**src/rtl/sd_link_arbiter.sv**
```systemverilog
// Shares one user_io SD link between N sd_card requesters, one sector transfer per grant.
// Define SD_LINK_ARB_FIXED_PRIO_EN for fixed lowest-index priority instead of round robin.
module sd_link_arbiter #(
    parameter int unsigned N    = 2,
    parameter int unsigned IDXW = 1,
    parameter int unsigned GAP  = 4
) (
    input  logic              clk_sys,
    input  logic              reset_n,
    input  logic [32*N-1:0]   req_lba,
    input  logic [N-1:0]      req_rd,
    input  logic [N-1:0]      req_wr,
    output logic [N-1:0]      req_ack,
    output logic [N-1:0]      req_ack_conf,
    input  logic [N-1:0]      req_conf,
    input  logic [8*N-1:0]    req_buff_din,
    output logic [31:0]       sd_lba,
    output logic              sd_rd,
    output logic              sd_wr,
    input  logic              sd_ack,
    input  logic              sd_ack_conf,
    output logic              sd_conf,
    output logic [7:0]        sd_buff_din,
    output logic [IDXW-1:0]   grant_idx,
    output logic              busy
);

    typedef enum logic [1:0] {StIdle, StReq, StXfer, StRelease} state_e;

    state_e          state_q, state_d;
    logic [IDXW-1:0] grant_q, grant_d;
    logic [31:0]     lba_q, lba_d;
    logic            rd_q, rd_d, wr_q, wr_d;
    logic [3:0]      gap_q, gap_d;

    logic [N-1:0]    req_any;
    logic            found;
    logic [IDXW-1:0] winner;
    logic [31:0]     win_lba;
    logic            win_rd, win_wr;
    logic            grant_req;
    logic [N-1:0]    ack_vec;
    logic [7:0]      buff_sel;

    assign req_any = req_rd | req_wr;

`ifdef SD_LINK_ARB_FIXED_PRIO_EN
    always_comb begin
        found  = 1'b0;
        winner = '0;
        for (int i = N - 1; i >= 0; i--) begin
            if (req_any[i]) begin
                found  = 1'b1;
                winner = IDXW'(i);
            end
        end
    end
`else
    logic [IDXW-1:0] rr_q, rr_d;
    logic [2*N-1:0]  req_rot;

    // Rotate so bit 0 is the requester at the search start pointer.
    assign req_rot = {req_any, req_any} >> rr_q;

    always_comb begin
        found  = 1'b0;
        winner = '0;
        for (int k = N - 1; k >= 0; k--) begin
            if (req_rot[k]) begin
                found  = 1'b1;
                winner = IDXW'((int'(rr_q) + k) % N);
            end
        end
    end

    always_comb begin
        rr_d = rr_q;
        if (state_q == StIdle && found) begin
            rr_d = IDXW'((int'(winner) + 1) % N);
        end
    end

    always_ff @(posedge clk_sys) begin
        if (!reset_n) begin
            rr_q <= '0;
        end else begin
            rr_q <= rr_d;
        end
    end
`endif

    always_comb begin
        win_lba   = '0;
        win_rd    = 1'b0;
        win_wr    = 1'b0;
        grant_req = 1'b0;
        ack_vec   = '0;
        buff_sel  = '0;
        for (int i = 0; i < N; i++) begin
            if (winner == IDXW'(i)) begin
                win_lba = req_lba[32*i +: 32];
                win_rd  = req_rd[i];
                win_wr  = req_wr[i];
            end
            if (grant_q == IDXW'(i)) begin
                grant_req  = req_any[i];
                ack_vec[i] = sd_ack;
                buff_sel   = req_buff_din[8*i +: 8];
            end
        end
    end

    always_comb begin
        state_d = state_q;
        grant_d = grant_q;
        lba_d   = lba_q;
        rd_d    = rd_q;
        wr_d    = wr_q;
        gap_d   = gap_q;
        req_ack = '0;
        unique case (state_q)
            StIdle: begin
                if (found) begin
                    grant_d = winner;
                    lba_d   = win_lba;
                    rd_d    = win_rd;
                    wr_d    = win_wr & ~win_rd;
                    state_d = StReq;
                end
            end
            StReq: begin
                // Ack is forwarded from its first cycle so the requester sees the whole pulse.
                req_ack = ack_vec;
                if (sd_ack) begin
                    rd_d    = 1'b0;
                    wr_d    = 1'b0;
                    state_d = StXfer;
                end
            end
            StXfer: begin
                req_ack = ack_vec;
                if (!sd_ack) begin
                    gap_d   = 4'(GAP);
                    state_d = StRelease;
                end
            end
            StRelease: begin
                // Wait for the owner to drop its request so a stale level is never re-granted.
                if (gap_q != 4'd0) begin
                    gap_d = gap_q - 4'd1;
                end else if (!grant_req) begin
                    state_d = StIdle;
                end
            end
            default: state_d = StIdle;
        endcase
    end

    always_ff @(posedge clk_sys) begin
        if (!reset_n) begin
            state_q <= StIdle;
            grant_q <= '0;
            lba_q   <= '0;
            rd_q    <= 1'b0;
            wr_q    <= 1'b0;
            gap_q   <= '0;
        end else begin
            state_q <= state_d;
            grant_q <= grant_d;
            lba_q   <= lba_d;
            rd_q    <= rd_d;
            wr_q    <= wr_d;
            gap_q   <= gap_d;
        end
    end

    assign sd_lba       = lba_q;
    assign sd_rd        = rd_q;
    assign sd_wr        = wr_q;
    assign grant_idx    = grant_q;
    assign busy         = (state_q != StIdle);
    assign sd_conf      = |req_conf;
    assign req_ack_conf = {N{sd_ack_conf}};
    assign sd_buff_din  = buff_sel;

endmodule
```
**config.mk**
```make
export PLATFORM = sky130hd
export DESIGN_NAME = sd_link_arbiter
export DESIGN_NICKNAME = d
export VERILOG_FILES = /design/src/rtl/sd_link_arbiter.sv
export SDC_FILE = /design/constraint.sdc
export NUM_CORES = 1
export LEC_CHECK = 0
export ABC_AREA = 0
export CELL_PAD_IN_SITES_DETAIL_PLACEMENT = 2
export CELL_PAD_IN_SITES_GLOBAL_PLACEMENT = 2
export CORE_MARGIN = 3
export CORE_UTILIZATION = 21
export CTS_BUF_LIST = sky130_fd_sc_hd__clkbuf_2
export CTS_CLUSTER_DIAMETER = 150
export DETAILED_ROUTE_END_ITERATION = 16
export MAX_ROUTING_LAYER = met4
export PLACE_DENSITY = 0.92
export SYNTH_ARGS = -nofsm -noshare
export SYNTH_HDL_FRONTEND = slang
export SYNTH_SLANG_ARGS = --single-unit
export TNS_END_PERCENT = 100
```
**constraint.sdc**
```tcl
create_clock -name clk_sys -period 2.5 [get_ports clk_sys]
set_input_delay 0.375 -clock clk_sys [delete_from_list [all_inputs] [get_ports clk_sys]]
set_output_delay 0.375 -clock clk_sys [all_outputs]
set_load 0.005 [all_outputs]
```
==> flow_summary.json, run 1 <==
{
  "finalCritPeriodShare": 0.929,
  "fin_area_um2": 3490,
  "die_y_um": 103,
  "cellLeakagePower_nw": 1.33,
  "final-hold-violation-count": 0,
  "synth_area_um2": 1980,
  "synthesis.nets": 298,
  "layout.nets": 432,
  "path_clk_slew_ns": 0.25,
  "n_fill_cell": 993,
  "place_inst": 438,
  "cp_num_buf_inv": 2,
  "numPortBuffers": 135,
  "area_delta_synth_final_pct": 76.8,
  "gr-total-overflow": 0,
  "synth_largest_area_cell": "dfxtp_1",
  "synth.top_cell.area_share": 0.425,
  "wl_met2_um": 4650,
  "yosys_warnings": 0,
  "required_ns": 2.12,
  "post-route-util": 0.391,
  "power.density_nw_per_um2": 900,
  "fin_cells": 446,
  "arrival_ns": 1.95,
  "die_w_um": 103,
  "worst_slack_ns": 0.177,
  "dp_hpwl_um": 7080,
  "slew_headroom": 0.436,
  "place_area_um2": 3420,
  "ys_ff_latch": 42,
  "die_area_um2": 10600,
  "grt_antenna_before_repair": 0,
  "clk_path_buf_depth": 2,
  "finClkSkew_ns": 0.0147,
  "fp-row-count": 34,
  "io_pins": 139,
  "slowest_stage": "clkdlybuf4s50_1",
  "drc_errors": 0,
  "tns_ns": 0,
  "dr_wl_met3_um": 475,
  "setup_violations": 0,
  "total_power_mw": 3.15,
  "avgSynthCellArea_um2": 9.74,
  "async_flop_share": 0,
  "antenna_cells": 0,
  "wirelength_met1_um": 3560,
  "final_max_slew_viol_count": 0,
  "holdCritPathClass": "flip-flop to flip-flop",
  "crit_path_start_kind": "flip-flop",
  "synth.distinct_cells": 38,
  "yosysMostFrequentCell": "nor2_1",
  "cp_top_family": "buffers and inverters",
  "critPathCaptureType": "output port",
  "rsz0062_at_grt": "false",
  "fmax_mhz": 430,
  "status": "finished, final reports clean",
  "layout-drive-gt1-share": 0.0976,
  "ys_seq_area_frac": 0.425,
  "whs_ns": 0.488,
  "synth_edf_count": 0,
  "viasPerCell": 4.93,
  "core_area_um2": 8930,
  "period_minus_slack_ns": 2.32,
  "cts-htree-levels": 2,
  "clock_latency_ns": 0.43,
  "critPathMaxFanout": 4,
  "tritoncts": "yes",
  "initial_core_util": 0.221,
  "dpl_worst_slack_ns": 0.0805,
  "num_vias": 2201,
  "drv_cap": 0,
  "irDropWorstVdd_mv": 0.313,
  "grtUsageTotal": 0.168,
  "cts-root-buf": "clkbuf_2",
  "synth-main-ff-cell": "dfxtp_1",
  "postRouteAntennaNets": 0,
  "grt_pass1_vias": 2465,
  "globalplace.congestion": 0.874,
  "critPathKind": "flip-flop to output port",
  "clock-sinks": 42,
  "tightest_slew_ns": 0.843,
  "routed.top_layer": "met4",
  "synth_common_cells": "nor2_1 (45), dfxtp_1 (42), a222oi_1 (32)",
  "crit_chain": "inv_1 > ha_1 > and3_1 > clkdlybuf4s50_1",
  "cts-buffers-inserted": 5,
  "wl_per_cell_um": 19.8,
  "drt-total-wl_um": 8810,
  "grt_pass1_wl_um": 13300,
  "slowest_delay_ns": 0.52,
  "grt_max_degree": 34,
  "first_iter_violations": 147,
  "synth_area_leaders": "dfxtp_1 (43%), a222oi_1 (16%), nor2_1 (8.5%), mux2_2 (4.6%), buf_6 (4.0%)",
  "drt-pass1-iter-count": 5,
  "syn_inst": 203
}
==> flip-flops by register name, summed over array words and instances, names as in the netlist <==
signal     flops
sd_lba        32
gap_q          4
state_q        2
grant_idx      1
rr_q           1
sd_rd          1
sd_wr          1
==> repair_timing <==
action,in CTS,in global routing
gates cloned,0,0
hold buffers,0,0
buffers inserted,0,0
gates resized for setup,1,2
setup endpoints to repair,1,2
==> where the power goes <==
| group | total (mW) | internal, mW | switching (mW) |
|---|---|---|---|
| sequential | 1.04 | 0.887 | 0.157 |
| clock | 0.435 | 0.176 | 0.259 |
| combinational | 1.67 | 0.908 | 0.760 |
| total | 3.15 | 1.97 | 1.18 |
==> layout by cell type, fill, tap and decap left out, types with 5 or more instances in the layout <==
cell type / count
nor2_1: 45
a222oi_1: 32
ha_1: 5
nand2_1: 6
clkdlybuf4s50_1: 135
inv_1: 7
clkbuf_2: 5
mux2_2: 8
buf_4: 9
dfxtp_1: 39
a21oi_1: 6
==> final cells by class <==
class                      count  area (µm²)  area share
clock buffer                   5        25.0     0.00716
clock inverter                 3        48.8      0.0140
inverter                       7        26.3     0.00752
multi-input combinational    136         976       0.279
sequential                    42         845       0.242
tap                          108         135      0.0387
timing repair buffer         145        1440       0.412
==> cell families (layout without fill, tap and decap cells) <==
group | after synthesis | count (layout) | share of synthesized area
mux | 10 | 10 | 0.0557
fa+ha+maj | 5 | 5 | 0.0316
compound gates | 50 | 50 | 0.236
simple gates | 69 | 69 | 0.158
xor+xnor | 2 | 2 | 0.00886
buf+inv | 25 | 160 | 0.0842
flops | 42 | 42 | 0.425
==> worst paths after layout <==
path | start | to | slack (ns) | cells after the start
worst max-delay path | state_q[1]$_SDFFE_PN0P_ | req_ack[1] | 0.18 | 4
worst min-delay path | sd_wr$_SDFFE_PN0P_ | sd_wr$_SDFFE_PN0P_ | 0.49 | 2
worst max register to register | state_q[0]$_SDFFE_PN0P_ | sd_lba[29]$_SDFFE_PN0P_ | 0.38 | 7
worst min register to register | sd_wr$_SDFFE_PN0P_ | sd_wr$_SDFFE_PN0P_ | 0.49 | 2
==> per-layer routing <==
metal  vias to the layer above  global-route usage
met1                      1087               0.193
met4                         0              0.0418
li1                       1037                   -
met3                         8              0.0413
met5                         -                   -
met2                        69               0.294
==> worst register-to-register path: cells and delay by family, from the launching register on <==
family / cells / cell delay [ns]
buffers and inverters: 3 / 0.54
AND/OR/NAND/NOR: 2 / 0.86
AO/OA/AOI/OAI: 1 / 0.11
adder cells (fa/ha/maj): 1 / 0.19
flip-flops: 1 / 0.39
No activity file was read; power rests on OpenSTA's default activity.
==> inputs of run 2 (changes only) <==
==> constraint.sdc (replaced) <==
create_clock -name clk_sys -period 2.86 [get_ports clk_sys]
set_input_delay 0.429 -clock clk_sys [delete_from_list [all_inputs] [get_ports clk_sys]]
set_output_delay 0.429 -clock clk_sys [all_outputs]
set_load 0.005 [all_outputs]
==> run 2 against run 1 <==
Effect of this change: first-iteration DRC count is 16% higher; worst hold slack worse by 0.012 ns; wire length is 1.4% lower; register-to-register slack better by 0.26 ns; core utilization is 0.95 points lower; sequential share of layout area is 0.49 points higher; total power is 17% lower; non-clock buffer count is 5 lower; critical path type unchanged.
==> flow_summary.json, run 2 (synthesis results as in run 1) <==
{
  "worst_slack_ns": 0.465,
  "antenna_cells": 0,
  "path_clk_slew_ns": 0.21,
  "postRouteAntennaNets": 0,
  "wl_per_cell_um": 19.7,
  "gr-total-overflow": 0,
  "layout_commonest_cell": "clkdlybuf4s50_1",
  "cts_hold_buf": 0,
  "power.density_nw_per_um2": 765,
  "status": "finished, final reports clean",
  "fmax_mhz": 418,
  "period_minus_slack_ns": 2.39,
  "finalCritPeriodShare": 0.837,
  "die_y_um": 103,
  "drc_errors": 0,
  "layout.nets": 427,
  "num_vias": 2195,
  "grt_antenna_before_repair": 0,
  "critPathKind": "flip-flop to output port",
  "grt_pass1_wl_um": 13200,
  "cts-htree-levels": 2,
  "wl_met2_um": 4650,
  "worst_r2r_startpoint": "state_q[0]$_SDFFE_PN0P_",
  "rsz0062_at_grt": "false",
  "drt-total-wl_um": 8690,
  "first_iter_violations": 170,
  "die_w_um": 103,
  "grt_max_degree": 34,
  "tightest_slew_ns": 0.575,
  "viasPerCell": 4.98,
  "required_ns": 2.43,
  "die_area_um2": 10600,
  "tritoncts": "yes",
  "fp-row-count": 34,
  "min_from": "sd_rd$_SDFFE_PN0P_",
  "setup_violations": 0,
  "globalplace.congestion": 0.727,
  "routed.top_layer": "met4",
  "arrival_ns": 1.97,
  "wirelength_met1_um": 3560,
  "place_inst": 433,
  "clock_latency_ns": 0.40,
  "dpl_worst_slack_ns": 0.408,
  "finClkSkew_ns": 0.0258,
  "cellLeakagePower_nw": 1.29,
  "largest_reg_flops": 32,
  "ctsResizeCount": 0,
  "startpoint": "grant_idx$_SDFFE_PN0P_",
  "register_area_um2": 841,
  "final_cell_mix": "clkdlybuf4s50_1 (135), nor2_1 (45), dfxtp_1 (42), a222oi_1 (32), mux2_2 (8)",
  "multi_input_area_um2": 976,
  "grt_pass1_vias": 2484,
  "cts-buffers-inserted": 5,
  "clock-sinks": 42,
  "final-hold-violation-count": 0,
  "layout-drive-gt1-share": 0.0721,
  "final_max_slew_viol_count": 0,
  "irDropWorstVdd_mv": 0.318,
  "clk_path_buf_depth": 2,
  "n_fill_cell": 981,
  "crit_path_start_kind": "flip-flop",
  "drv_cap": 0,
  "grtUsageTotal": 0.168,
  "dp_hpwl_um": 6940,
  "dr_wl_met3_um": 397,
  "holdCritPathClass": "flip-flop to flip-flop",
  "fin_cells": 441,
  "core_area_um2": 8930,
  "slew_headroom": 0.614,
  "numPortBuffers": 135,
  "area_delta_synth_final_pct": 72.5,
  "cts-root-buf": "clkbuf_2",
  "tns_ns": 0,
  "critPathCaptureType": "output port",
  "critPathMaxFanout": 14,
  "cts_setup_buffers": 0,
  "initial_core_util": 0.221,
  "io_pins": 139,
  "drt-pass1-iter-count": 6
}
==> run 2: cell types whose count changed in the layout (fill, tap and decap cells not counted) <==
cell	before	now
bufinv_16	1	0
inv_6	0	1
clkinv_1	0	1
clkbuf_2	5	6
dfxtp_2	3	0
buf_12	1	0
clkinvlp_4	1	0
dfxtp_1	39	42
inv_8	1	0
buf_4	9	5
==> run 2: final cells by class <==
type,instances,share of cell area
multi-input combinational,136,0.286
sequential,42,0.247
clock inverter,2,0.00367
timing repair buffer,140,0.407
tap,108,0.0396
inverter,7,0.00771
clock buffer,6,0.00881
==> run 2: per-stage QoR <==
step	utilization	cell area (µm²)	hold WS [ns]	power [mW]
floorplan	-	1980	0.453	1.67
global placement	0.377	3370	0.449	2.28
detailed placement	0.377	3370	0.456	2.37
CTS	0.382	3410	0.481	2.65
global route	0.382	3410	0.514	2.82
finish	0.382	3410	0.476	2.61
==> run 2: critical path: stages, from the launching register on <==
cell,delay (ns)
dfxtp_1,0.72
mux2_2,0.41
clkdlybuf4s50_1,0.46
==> run 2: layer usage <==
metal / vias to the layer above / GRT usage
li1: 1030 / -
met1: 1091 / 0.199
met2: 70 / 0.288
met3: 4 / 0.0392
met4: 0 / 0.0418
met5: - / -
==> run 2: final timing paths <==
path,slack [ns],to,cells after the start
max reg2reg,0.64,sd_lba[10]$_SDFFE_PN0P_,7
min reg2reg,0.48,sd_rd$_SDFFE_PN0P_,2
max,0.47,sd_buff_din[7],2
min,0.48,sd_rd$_SDFFE_PN0P_,2
==> run 2: power breakdown <==
group          switching (mW)  total (mW)  internal, mW
Combinational           0.653        1.43         0.772
Sequential              0.140       0.912         0.772
Clock                   0.206       0.271        0.0650
Total                   0.999        2.61          1.61
